### src/rtl/button_event.sv
// Turns the debouncer's pulse train into press, click, long-press,
// auto-repeat and release events, plus a held level and press counter.
module button_event #(
    parameter int unsigned GAP    = 8,
    parameter int unsigned LONG   = 4,
    parameter int unsigned REPEAT = 2
) (
    input  logic       CLK50MHZ,
    input  logic       RST,
    input  logic       tick,
    output logic       press,
    output logic       long_press,
    output logic       repeat_evt,
    output logic       release_evt,
    output logic       click,
    output logic       held,
    output logic [7:0] press_count
);

    function automatic int clog2(input int unsigned v);
        int r;
        r = 1;
        while ((64'd1 << r) < 64'(v)) r++;
        return r;
    endfunction

    localparam int GW = clog2(GAP + 1);
    localparam int TW = clog2(LONG + 1);
    localparam int RW = clog2(REPEAT);

    typedef enum logic [1:0] {
        IDLE  = 2'd0,
        SHORT = 2'd1,
        LONG_ST = 2'd2
    } state_t;

    state_t        state_q, state_d;
    logic [GW-1:0] gap_cnt_q, gap_cnt_d;
    logic [TW-1:0] tick_cnt_q, tick_cnt_d;
    logic [RW-1:0] rep_cnt_q, rep_cnt_d;

    logic       press_q, press_d;
    logic       long_q, long_d;
    logic       rep_q, rep_d;
    logic       rel_q, rel_d;
    logic       click_q, click_d;
    logic       held_q, held_d;
    logic [7:0] pcnt_q, pcnt_d;

    logic gap_hit;
    logic long_hit;
    logic rep_hit;

    // A tick on the cycle the gap would expire keeps the train alive.
    assign gap_hit  = !tick && (gap_cnt_q == GW'(GAP - 1));
    assign long_hit = tick && (tick_cnt_q == TW'(LONG - 1));
    assign rep_hit  = tick && (rep_cnt_q == RW'(REPEAT - 1));

    always_ff @(posedge CLK50MHZ) begin
        if (RST) begin
            state_q    <= IDLE;
            gap_cnt_q  <= '0;
            tick_cnt_q <= '0;
            rep_cnt_q  <= '0;
            press_q    <= 1'b0;
            long_q     <= 1'b0;
            rep_q      <= 1'b0;
            rel_q      <= 1'b0;
            click_q    <= 1'b0;
            held_q     <= 1'b0;
            pcnt_q     <= 8'd0;
        end else begin
            state_q    <= state_d;
            gap_cnt_q  <= gap_cnt_d;
            tick_cnt_q <= tick_cnt_d;
            rep_cnt_q  <= rep_cnt_d;
            press_q    <= press_d;
            long_q     <= long_d;
            rep_q      <= rep_d;
            rel_q      <= rel_d;
            click_q    <= click_d;
            held_q     <= held_d;
            pcnt_q     <= pcnt_d;
        end
    end

    always_comb begin
        state_d    = state_q;
        gap_cnt_d  = gap_cnt_q;
        tick_cnt_d = tick_cnt_q;
        rep_cnt_d  = rep_cnt_q;
        if (tick) begin
            gap_cnt_d = '0;
        end else if (gap_cnt_q != GW'(GAP)) begin
            gap_cnt_d = gap_cnt_q + GW'(1);
        end
        unique case (state_q)
            IDLE: begin
                if (tick) begin
                    tick_cnt_d = TW'(1);
                    state_d    = SHORT;
                end
            end
            SHORT: begin
                if (tick) begin
                    tick_cnt_d = tick_cnt_q + TW'(1);
                    if (long_hit) begin
                        rep_cnt_d = '0;
                        state_d   = LONG_ST;
                    end
                end else if (gap_hit) begin
                    state_d = IDLE;
                end
            end
            LONG_ST: begin
                if (tick) begin
                    rep_cnt_d = rep_hit ? '0 : rep_cnt_q + RW'(1);
                end else if (gap_hit) begin
                    state_d = IDLE;
                end
            end
            default: state_d = IDLE;
        endcase
    end

    always_comb begin
        press_d = (state_q == IDLE) && tick;
        long_d  = (state_q == SHORT) && long_hit;
        rep_d   = (state_q == LONG_ST) && rep_hit;
        rel_d   = (state_q != IDLE) && gap_hit;
        click_d = (state_q == SHORT) && gap_hit;
        held_d  = (state_d != IDLE) || rel_d;
        pcnt_d  = press_d ? pcnt_q + 8'd1 : pcnt_q;
    end

    assign press       = press_q;
    assign long_press  = long_q;
    assign repeat_evt  = rep_q;
    assign release_evt = rel_q;
    assign click       = click_q;
    assign held        = held_q;
    assign press_count = pcnt_q;

endmodule
### config.mk
export PLATFORM = sky130hd
export DESIGN_NAME = button_event
export DESIGN_NICKNAME = d
export VERILOG_FILES = /design/src/rtl/button_event.sv
export SDC_FILE = /design/constraint.sdc
export NUM_CORES = 1
export LEC_CHECK = 0
export CORE_UTILIZATION = 46
export DETAILED_ROUTE_END_ITERATION = 6
export PLACE_DENSITY_LB_ADDON = 0.08
export SYNTH_ARGS = -nofsm -noshare
export SYNTH_HDL_FRONTEND = slang
export SYNTH_SLANG_ARGS = --single-unit
### constraint.sdc
create_clock -name CLK50MHZ -period 1.37 [get_ports CLK50MHZ]
set_input_delay 0.274 -clock CLK50MHZ [delete_from_list [all_inputs] [get_ports CLK50MHZ]]
set_output_delay 0.274 -clock CLK50MHZ [all_outputs]
set_load 0.01 [all_outputs]
==> results of run 1 <==
-- critical path, delay by kind of cell (launching register included) --
| kind | cells | cell delay, ns |
|---|---|---|
| and+or+nand+nor | 2 | 0.86 |
| DFF | 1 | 0.34 |
| AOI/OAI and AO/OA | 1 | 0.12 |
-- cell families after synthesis --
| logic type | count (synthesis) |
|---|---|
| AOI/OAI and AO/OA | 15 |
| adders and majority gates | 5 |
| buffers and inverters | 10 |
| and+or+nand+nor | 47 |
| muxes | 5 |
| DFF | 24 |
| xor gates and xnor gates | 4 |
-- per-stage QoR --
stage | worst slack, ns | std cells
after CTS | -0.0371 | 160
after global placement | -0.466 | 155
final | -0.0192 | 160
after floorplan | -0.0889 | 110
after detailed placement | -0.498 | 155
after global routing | -0.0622 | 160
-- how the worst min path moves through the flow --
stage / start / to / slack [ns] / cells past startpoint
after floorplan: tick_cnt_q[2] / tick_cnt_q[2] / 0.43 / 2
after global placement: tick_cnt_q[2] / tick_cnt_q[2] / 0.43 / 2
after detailed placement: tick_cnt_q[1] / tick_cnt_q[1] / 0.45 / 2
after CTS: tick / gap_cnt_q[2] / 0.45 / 3
after global routing: tick / gap_cnt_q[2] / 0.48 / 3
final: tick_cnt_q[1] / tick_cnt_q[1] / 0.46 / 2
-- registers in the layout, summed over array words and instances, names as in the netlist --
name,count
press_count,8
gap_cnt_q,4
tick_cnt_q,3
state_q,2
click,1
held,1
long_press,1
press,1
release_evt,1
rep_cnt_q,1
repeat_evt,1
-- cell usage in the layout (no fill, tap or decap), types with 2 or more instances in the layout --
| master | synthesis | routed |
|---|---|---|
| a211oi_1 | 2 | 2 |
| xnor2_1 | 2 | 2 |
| or4_1 | 2 | 2 |
| inv_1 | 3 | 3 |
| mux2_2 | 2 | 2 |
| nand3_1 | 6 | 4 |
| mux2i_1 | 3 | 3 |
| nor3_1 | 7 | 7 |
| nand3_2 | 0 | 2 |
| a21oi_1 | 6 | 4 |
| nor2b_1 | 4 | 4 |
| nand3b_1 | 3 | 3 |
| o21ai_0 | 2 | 2 |
| dfxtp_2 | 0 | 7 |
| dfxtp_1 | 24 | 15 |
| a21oi_2 | 0 | 2 |
| nand2_1 | 6 | 6 |
| nor2_1 | 8 | 8 |
| clkbuf_4 | 0 | 3 |
| ha_1 | 5 | 5 |
| nand2b_1 | 2 | 2 |
| xor2_1 | 2 | 2 |
| dfxtp_4 | 0 | 2 |
| dlygate4sd2_1 | 0 | 15 |
| buf_4 | 0 | 10 |
-- cell type report --
cell class / instances / share of cell area [%]
clock inverters: 1 / 2.18
well taps: 27 / 2.45
flip-flops and latches: 24 / 36.1
repair buffers: 26 / 15.7
multi-input cells: 76 / 41.1
clock buffers: 3 / 1.64
inverters: 3 / 0.818
-- report_power, final --
group | internal, mW | switching (mW)
Sequential | 0.714 | 0.0135
Clock | 0.296 | 0.211
Combinational | 0.0571 | 0.0624
-- repair_timing --
item                                    in CTS  in global routing
gates resized for setup                     25                  8
pin swaps                                    1                  2
hold endpoints to repair                     0                  0
buffers inserted                             1                  0
endpoints found under the setup margin      19                  6
-- metal layers --
layer  part of all wire [%]  global-route usage [%]  vias to the layer above
li1                       -                       -                      435
met1                     46                    23.4                      395
met2                     49                    33.1                       16
met5                      0                       0                        -
met4                    2.3                    10.0                        0
met3                    3.1                    2.78                        5
==> results.yml, run 1 <==
setup_path:
  required_ns: 1.64
  reg2reg_to: "press_count[5]"
  path_cells: "or3b_4 > or4_1 > a21oi_1"
  crit_type: "flip-flop to flip-flop"
  crit_start: "state_q[1]"
  slowest_stage: "or4_1"
  reg2reg_slack_ns: -0.02
  end_kind: "flip-flop"
  cp_max_fo: 6
  reg2regPathDepth: 3
  critPathLaunchType: "flip-flop"
  critPathArrivalTime_ns: 1.66
  r2r-start: "state_q[1]"
  endpoint: "press_count[5]"
  cpPeakStageDelay_ns: 0.47
die:
  io_pins: 17
  die_x_um: 49.5
  start_util_pct: 50.8
  coreArea_um2: 2040
  die_y_um: 49.5
  dieArea_um2: 2450
  rows: 16
synthesis:
  synth_common_cells: "24 x dfxtp_1, 8 x nor2_1, 7 x nor3_1"
  synthAdderAreaFrac_pct: 6.03
  synth_xor_area_share_pct: 3.38
  synth-simple-area-share_pct: 26.2
  synth_nets: 118
  synth_area_per_cell_um2: 9.43
  synth_edf_count: 0
  synthCells: 110
  synth-main-ff-cell: "dfxtp_1"
  synth.most_common_cell: "dfxtp_1"
  yosysTopAreaCellShare_pct: 46.3
  synth_top_family_by_area: "simple AND/OR/NAND/NOR gates"
  synth_mux_area_share_pct: 5.07
  synth-warning-count: 0
  synth_top_area_cell: "dfxtp_1"
  synth_area_um2: 1040
  synth_cell_types: 32
  ys_ff_latch: 24
  synthTopCellsByArea: "dfxtp_1 46%, ha_1 6.0%, nor3_1 3.4%"
  yosysSeqAreaShare_pct: 46.3
  async_reset_ff_share_pct: 0
  synth_compound_area_share_pct: 9.29
layout:
  syn_to_final_growth_pct: 32.7
  finalInstanceArea_um2: 1380
  diodes: 0
  final-seq-area_um2: 497
  fill_cells: 178
  fin_nets: 142
  drive_gt1_share_pct: 25.6
  multi_input_area_um2: 566
  post-route-util_pct: 67.4
run:
  maxCapViolCount: 0
drt:
  detail_route.vias_per_cell: 5.32
  firstDrtPassIters: 4
  postRouteWirelength_um: 2060
  drtIter0Drc: 15
  vias: 851
  drtAntennaViolNets: 0
  drc_errors: 0
  wire_per_inst_um: 12.9
sta:
  slew_headroom_pct: 82.6
  fmax_ghz: 0.720
  tightest_slew_ns: 0.261
  grt_setup_unrepaired: "yes"
  slew_violations: 0
  fin_setup_tns_ns: -0.0192
  fin_hold_ws_ns: 0.460
  finalCritPeriodShare_pct: 101
  finalWorstSetupSlack_ns: -0.0192
  setup_viol: 1
  final-hold-violation-count: 0
  clock_skew_ns: 0.0153
  fin_crit_ns: 1.39
power:
  power.density_nw_per_um2: 984
  power.leakage_nw: 0.577
  vdd_drop_max_uv: 1050
  finalPower_mw: 1.35
clock_tree:
  clock_latency_ns: 0.32
  cts.sinks: 24
  h-tree-depth: 1
  clkTransAtPathRegs_ns: 0.14
  numCtsBuffers: 3
  holdBufCountCts: 0
  cts_tree: "built"
  cts_max_path_buffers: 2
  cts_root_buffer: "clkbuf_4"
placed_design:
  hpwlAfterDp_um: 1410
  placed_area_um2: 1270
  place.gp.congestion: 0.801
  portBuffers: 16
worst_hold_path:
  min_path_type: "flip-flop to flip-flop"
global_routing:
  grt_pass1_wl_um: 3580
  grt_max_degree: 15
  antenna_found_initial: 0
  grt_pass1_vias: 828
  grt_usage_pct: 19.3
  overflow: 0
status:
  status: "finished with violations"
  violations: "setup timing"
(Power assumes the default switching activity.)
==> run 2, diff against run 1 <==
--- a/config.mk
+++ b/config.mk
@@ -5,7 +5,7 @@
 export SDC_FILE = /design/constraint.sdc
 export NUM_CORES = 1
 export LEC_CHECK = 0
-export CORE_UTILIZATION = 46
+export CORE_UTILIZATION = 51
 export DETAILED_ROUTE_END_ITERATION = 6
 export PLACE_DENSITY_LB_ADDON = 0.08
 export SYNTH_ARGS = -nofsm -noshare
==> constraint.sdc (replaced) <==
create_clock -name CLK50MHZ -period 1.57 [get_ports CLK50MHZ]
set_input_delay 0.314 -clock CLK50MHZ [delete_from_list [all_inputs] [get_ports CLK50MHZ]]
set_output_delay 0.314 -clock CLK50MHZ [all_outputs]
set_load 0.01 [all_outputs]
==> run 2 against run 1 <==
The run now ends clean. Highest routed layer unchanged. Sequential share of layout area is 0.71 points higher. Combinational power is 10% lower. Sequential power is 13% lower. Total power shrank 22%. Count of clock-buffer cells in the layout increased by 1.
==> results.yml, run 2 (same netlist as run 1, synthesis figures left out) <==
drt:
  vias: 859
  firstDrtPassIters: 4
  drtAntennaViolNets: 0
  drtIter0Drc: 9
  drc_errors: 0
  detail_route.vias_per_cell: 5.51
  postRouteWirelength_um: 2020
  wire_per_inst_um: 13.0
layout:
  drive_gt1_share_pct: 18.3
  final_cells: 156
  fill_cells: 137
  mostFrequentLayoutCells: "16 x dfxtp_1, 8 x nor2_1, 8 x dlymetal6s2s_1"
  final_common_cell: "dfxtp_1"
  multi_input_area_um2: 520
  largest_reg_flops: 8
  diodes: 0
  final-seq-area_um2: 495
  syn_to_final_growth_pct: 29.8
  fin_nets: 140
sta:
  slew_headroom_pct: 78.8
  fin_crit_ns: 1.49
  tightest_slew_ns: 0.317
  fmax_ghz: 0.672
  finalWorstSetupSlack_ns: 0.0826
  setup_viol: 0
  final-hold-violation-count: 0
  clock_skew_ns: 0.00540
  grt_setup_unrepaired: "no"
  finalCritPeriodShare_pct: 94.7
  slew_violations: 0
power:
  finalPower_mw: 1.06
  power.leakage_nw: 0.645
  vdd_drop_max_uv: 528
  power.density_nw_per_um2: 787
global_routing:
  grt_pass1_wl_um: 3070
  overflow: 0
  grt_pass1_vias: 731
  grt_use_met3_pct: 4.62
  top_usage_layer: "met2"
  antenna_found_initial: 0
  grt_usage_pct: 20.5
  grt_max_degree: 15
  use_met1_pct: 24.9
  met2_usage_pct: 34.7
placed_design:
  dp.cells: 152
  portBuffers: 16
  pre_cts_slack_ns: -0.363
  place.gp.congestion: 0.804
  hpwlAfterDp_um: 1470
clock_tree:
  cts_max_path_buffers: 2
  holdBufCountCts: 0
  clkTransAtPathRegs_ns: 0.13
  cts_tree: "built"
  postCtsSetupRepairBufs: 0
  h-tree-depth: 1
  cts.sinks: 24
  clock_latency_ns: 0.31
  cts_root_buffer: "clkbuf_4"
  numCtsBuffers: 3
setup_path:
  required_ns: 1.26
  reg2regPathDepth: 3
  crit_buf_inv: 1
  slowest_stage: "clkdlybuf4s50_1"
  path_cells: "clkdlybuf4s50_1"
  end_kind: "primary output"
  reg2reg_to: "press_count[5]"
  critical_path.top_delay_family: "buffers and inverters"
  reg2reg_slack_ns: 0.13
  cpPeakStageDelay_ns: 0.53
  critPathLaunchType: "flip-flop"
  cp_max_fo: 1
  critPathArrivalTime_ns: 1.17
  crit_type: "flip-flop to primary output"
  r2r-start: "state_q[1]"
worst_hold_path:
  min_path_type: "flip-flop to flip-flop"
  holdPathEnd: "tick_cnt_q[1]"
  hold_start: "tick_cnt_q[1]"
  hold_path_depth: 2
die:
  rows: 15
  coreArea_um2: 1820
  io_pins: 17
  dieArea_um2: 2220
  start_util_pct: 57.0
  die_x_um: 47.1
  die_y_um: 47.1
status:
  status: "completed"
run:
  maxCapViolCount: 0
[run 2: cell count changes in the layout (fill, tap and decap cells not counted), moves of 2 or more]
| cell | before | now |
|---|---|---|
| a21oi_2 | 2 | 0 |
| clkdlybuf4s50_1 | 1 | 7 |
| nand3_1 | 4 | 6 |
| dlygate4sd2_1 | 15 | 1 |
| dlymetal6s2s_1 | 0 | 8 |
| a21oi_1 | 4 | 6 |
| buf_4 | 10 | 7 |
| nand3_2 | 2 | 0 |
[run 2: what timing repair did]
action,4_1_cts,5_1_grt
setup endpoints to repair,9,8
pin swaps,3,0
gates resized for setup,10,10
gates cloned,0,0
[run 2: final cells by class]
cell class	instances	area share, %
Clock buffer	4	2.70
Timing Repair Buffer	24	18.7
Inverter	3	0.836
Multi-Input combinational cell	76	38.7
Sequential cell	24	36.8
Tap cell	25	2.32
[run 2: layer usage]
metal  share of wire, %  vias up
met1                 47      408
met5                  0        -
li1                   -      434
met3                3.2        2
met2                 50       15
met4               0.69        0
[run 2: how the worst max path moves through the flow]
stage | cells past startpoint | slack [ns] | start | to
after floorplan | 4 | 0.08 | state_q[0] | press_count[5]
after global placement | 4 | -0.31 | tick | press_count[5]
after detailed placement | 4 | -0.36 | tick | press_count[7]
after CTS | 1 | 0.002 | press_count[6] | press_count[6]
after global routing | 1 | 0.02 | held | held
final | 1 | 0.08 | long_press | long_press
[run 2: where the power goes]
| part | internal [mW] | switching, mW |
|---|---|---|
| Sequential | 0.622 | 0.0123 |
| Clock | 0.141 | 0.175 |
| Combinational | 0.0545 | 0.0533 |
[run 2: stage by stage]
| stage | utilization, % | area (µm²) | hold slack, ns | TNS [ns] |
|---|---|---|---|---|
| final | 74.0 | 1350 | 0.467 | 0 |
| after global routing | 74.0 | 1350 | 0.493 | 0 |
| after CTS | 72.7 | 1320 | 0.466 | 0 |
| after detailed placement | 70.0 | 1270 | 0.449 | -2.35 |
| after global placement | 70.0 | 1270 | 0.436 | -1.84 |
| after floorplan | - | 1040 | 0.432 | 0 |
[run 2: worst min-delay path: stages (launching register included)]
cell and delay [ns]:
dfxtp_1 0.34, nand2_1 0.05, a21oi_1 0.05
==> run 3, diff against run 2 <==
--- a/config.mk
+++ b/config.mk
@@ -5,7 +5,7 @@
 export SDC_FILE = /design/constraint.sdc
 export NUM_CORES = 1
 export LEC_CHECK = 0
-export CORE_UTILIZATION = 51
+export CORE_UTILIZATION = 30
 export DETAILED_ROUTE_END_ITERATION = 6
 export PLACE_DENSITY_LB_ADDON = 0.08
 export SYNTH_ARGS = -nofsm -noshare
==> run 3 against run 2 <==
Via count decreased by 1.6%. Flip-flop and latch count unchanged. Sequential share of layout area down 1.3 points. Wire length grew 5.6%. Clock power up 45%. Clock skew decreased by 0.00050 ns. Count of clock-buffer cells in the layout fell by 1. Largest power group unchanged. Cell count grew 14%. Setup slack worse by 0.077 ns. Total power rose by 14%.
==> results.yml, run 3 (same netlist as run 1, synthesis figures left out) <==
clock_tree:
  cts_max_path_buffers: 2
  cts_root_buffer: "clkbuf_4"
  holdBufCountCts: 0
  numCtsBuffers: 3
  h-tree-depth: 1
  clkTransAtPathRegs_ns: 0.15
  cts_tree: "built"
  clock_latency_ns: 0.32
  cts.sinks: 24
die:
  rows: 20
  io_pins: 17
  coreArea_um2: 3180
  die_y_um: 60.8
  dieArea_um2: 3700
  die_x_um: 60.8
  start_util_pct: 32.6
worst_hold_path:
  hold_start: "tick_cnt_q[2]"
  min_path_type: "flip-flop to flip-flop"
  hold_path_depth: 2
  holdPathEnd: "tick_cnt_q[2]"
global_routing:
  antenna_found_initial: 0
  grt_pass1_vias: 774
  grt_max_degree: 15
  overflow: 0
  grt_pass1_wl_um: 3480
  grt_usage_pct: 12.7
sta:
  tightest_slew_ns: 0.264
  finalCritPeriodShare_pct: 99.7
  grt_setup_unrepaired: "yes"
  finalWorstSetupSlack_ns: 0.00522
  setup_viol: 0
  clock_skew_ns: 0.00490
  final-hold-violation-count: 0
  fmax_ghz: 0.639
  slew_violations: 0
  slew_headroom_pct: 82.3
  fin_crit_ns: 1.56
placed_design:
  pre_cts_slack_ns: -0.357
  hpwlAfterDp_um: 1450
  portBuffers: 16
  place.gp.congestion: 0.694
setup_path:
  critPathLaunchType: "input pin"
  reg2reg_to: "press_count[5]"
  r2r-start: "state_q[1]"
  critPathArrivalTime_ns: 1.83
  cp_max_fo: 3
  reg2reg_slack_ns: 0.13
  end_kind: "flip-flop"
  reg2regPathDepth: 3
  required_ns: 1.83
  crit_type: "input pin to flip-flop"
drt:
  drtAntennaViolNets: 0
  drtIter0Drc: 15
  vias: 845
  drc_errors: 0
  postRouteWirelength_um: 2130
  firstDrtPassIters: 4
  detail_route.vias_per_cell: 4.75
  wire_per_inst_um: 12.0
power:
  switchingPower_uw: 269
  power.density_nw_per_um2: 865
  power.leakage_nw: 0.558
  internal_power_uw: 937
  pwr-share-comb_pct: 9.3
  finalPower_mw: 1.21
  p_sw_share_pct: 22.3
  power_frac_seq_pct: 52.5
  power.share.clock_pct: 38.2
  vdd_drop_max_uv: 440
status:
  status: "completed"
layout:
  fill_cells: 338
  syn_to_final_growth_pct: 34.4
  mostFrequentLayoutCells: "16 x dfxtp_1, 11 x clkdlybuf4s50_1, 11 x buf_4"
  drive_gt1_share_pct: 23.9
  largest_reg_flops: 8
  final_common_cell: "dfxtp_1"
  fin_nets: 143
  diodes: 0
run:
  maxCapViolCount: 0
-- run 3: power by group through the flow --
stage	logic [mW]	registers, mW	clock network [mW]
3_5_place_dp	0.105	0.651	0
4_1_cts	0.113	0.634	0.475
5_1_grt	0.125	0.636	0.498
3_3_place_gp	0.104	0.650	0
2_1_floorplan	0.0556	0.654	0
6_report	0.112	0.633	0.461
-- run 3: timing repair --
action,4_1_cts,5_1_grt
pin swaps,1,2
resized for setup,15,6
endpoints found under the setup margin,10,5
buffers inserted,2,1
-- run 3: routing by layer --
metal  routed length (µm)  part of all wire (%)  vias to the layer above  global-route usage (%)
li1                     -                     -                      439                       -
met1                 1090                    51                      393                    17.1
met3                   46                   2.2                        2                    2.56
met2                  974                    46                       11                    19.6
met4                   19                  0.89                        0                    5.84
met5                    0                     0                        -                       0
-- run 3: stage by stage --
| stage | hold WS, ns | setup TNS (ns) | util (%) | instances | instance area (µm²) |
|---|---|---|---|---|---|
| finish | 0.463 | 0 | 43.9 | 178 | 1390 |
| global route | 0.474 | -0.0143 | 43.9 | 178 | 1390 |
| CTS | 0.464 | 0 | 43.0 | 177 | 1370 |
| detailed placement | 0.445 | -2.04 | 40.4 | 171 | 1280 |
| global placement | 0.441 | -2.20 | 40.4 | 171 | 1280 |
| floorplan | 0.432 | 0 | - | 110 | 1040 |
-- run 3: worst max-delay path, stage by stage --
cell	delay [ns]
clkdlybuf4s50_1	0.48
or3b_4	0.40
or4_4	0.52
a21oi_2	0.12
-- run 3: how the worst max path moves through the flow --
stage	depth (start not counted)	start	to	slack (ns)
6_report	4	tick	press_count[5]	0.005
5_1_grt	1	press_count[6]	press_count[6]	-0.008
4_1_cts	1	press_count[7]	press_count[7]	0.001
3_5_place_dp	4	tick	press_count[5]	-0.36
3_3_place_gp	4	tick	press_count[7]	-0.33
2_1_floorplan	4	state_q[0]	press_count[5]	0.08
-- run 3: cell type report --
type                    count  area, µm²  area share [%]
clock buffers               3       22.5            1.62
clock inverters             1       30.0            2.15
inverters                   3       11.3           0.808
multi-input cells          76        539            38.7
flip-flops and latches     24        495            35.5
well taps                  44       55.1            3.95
repair buffers             27        240            17.2
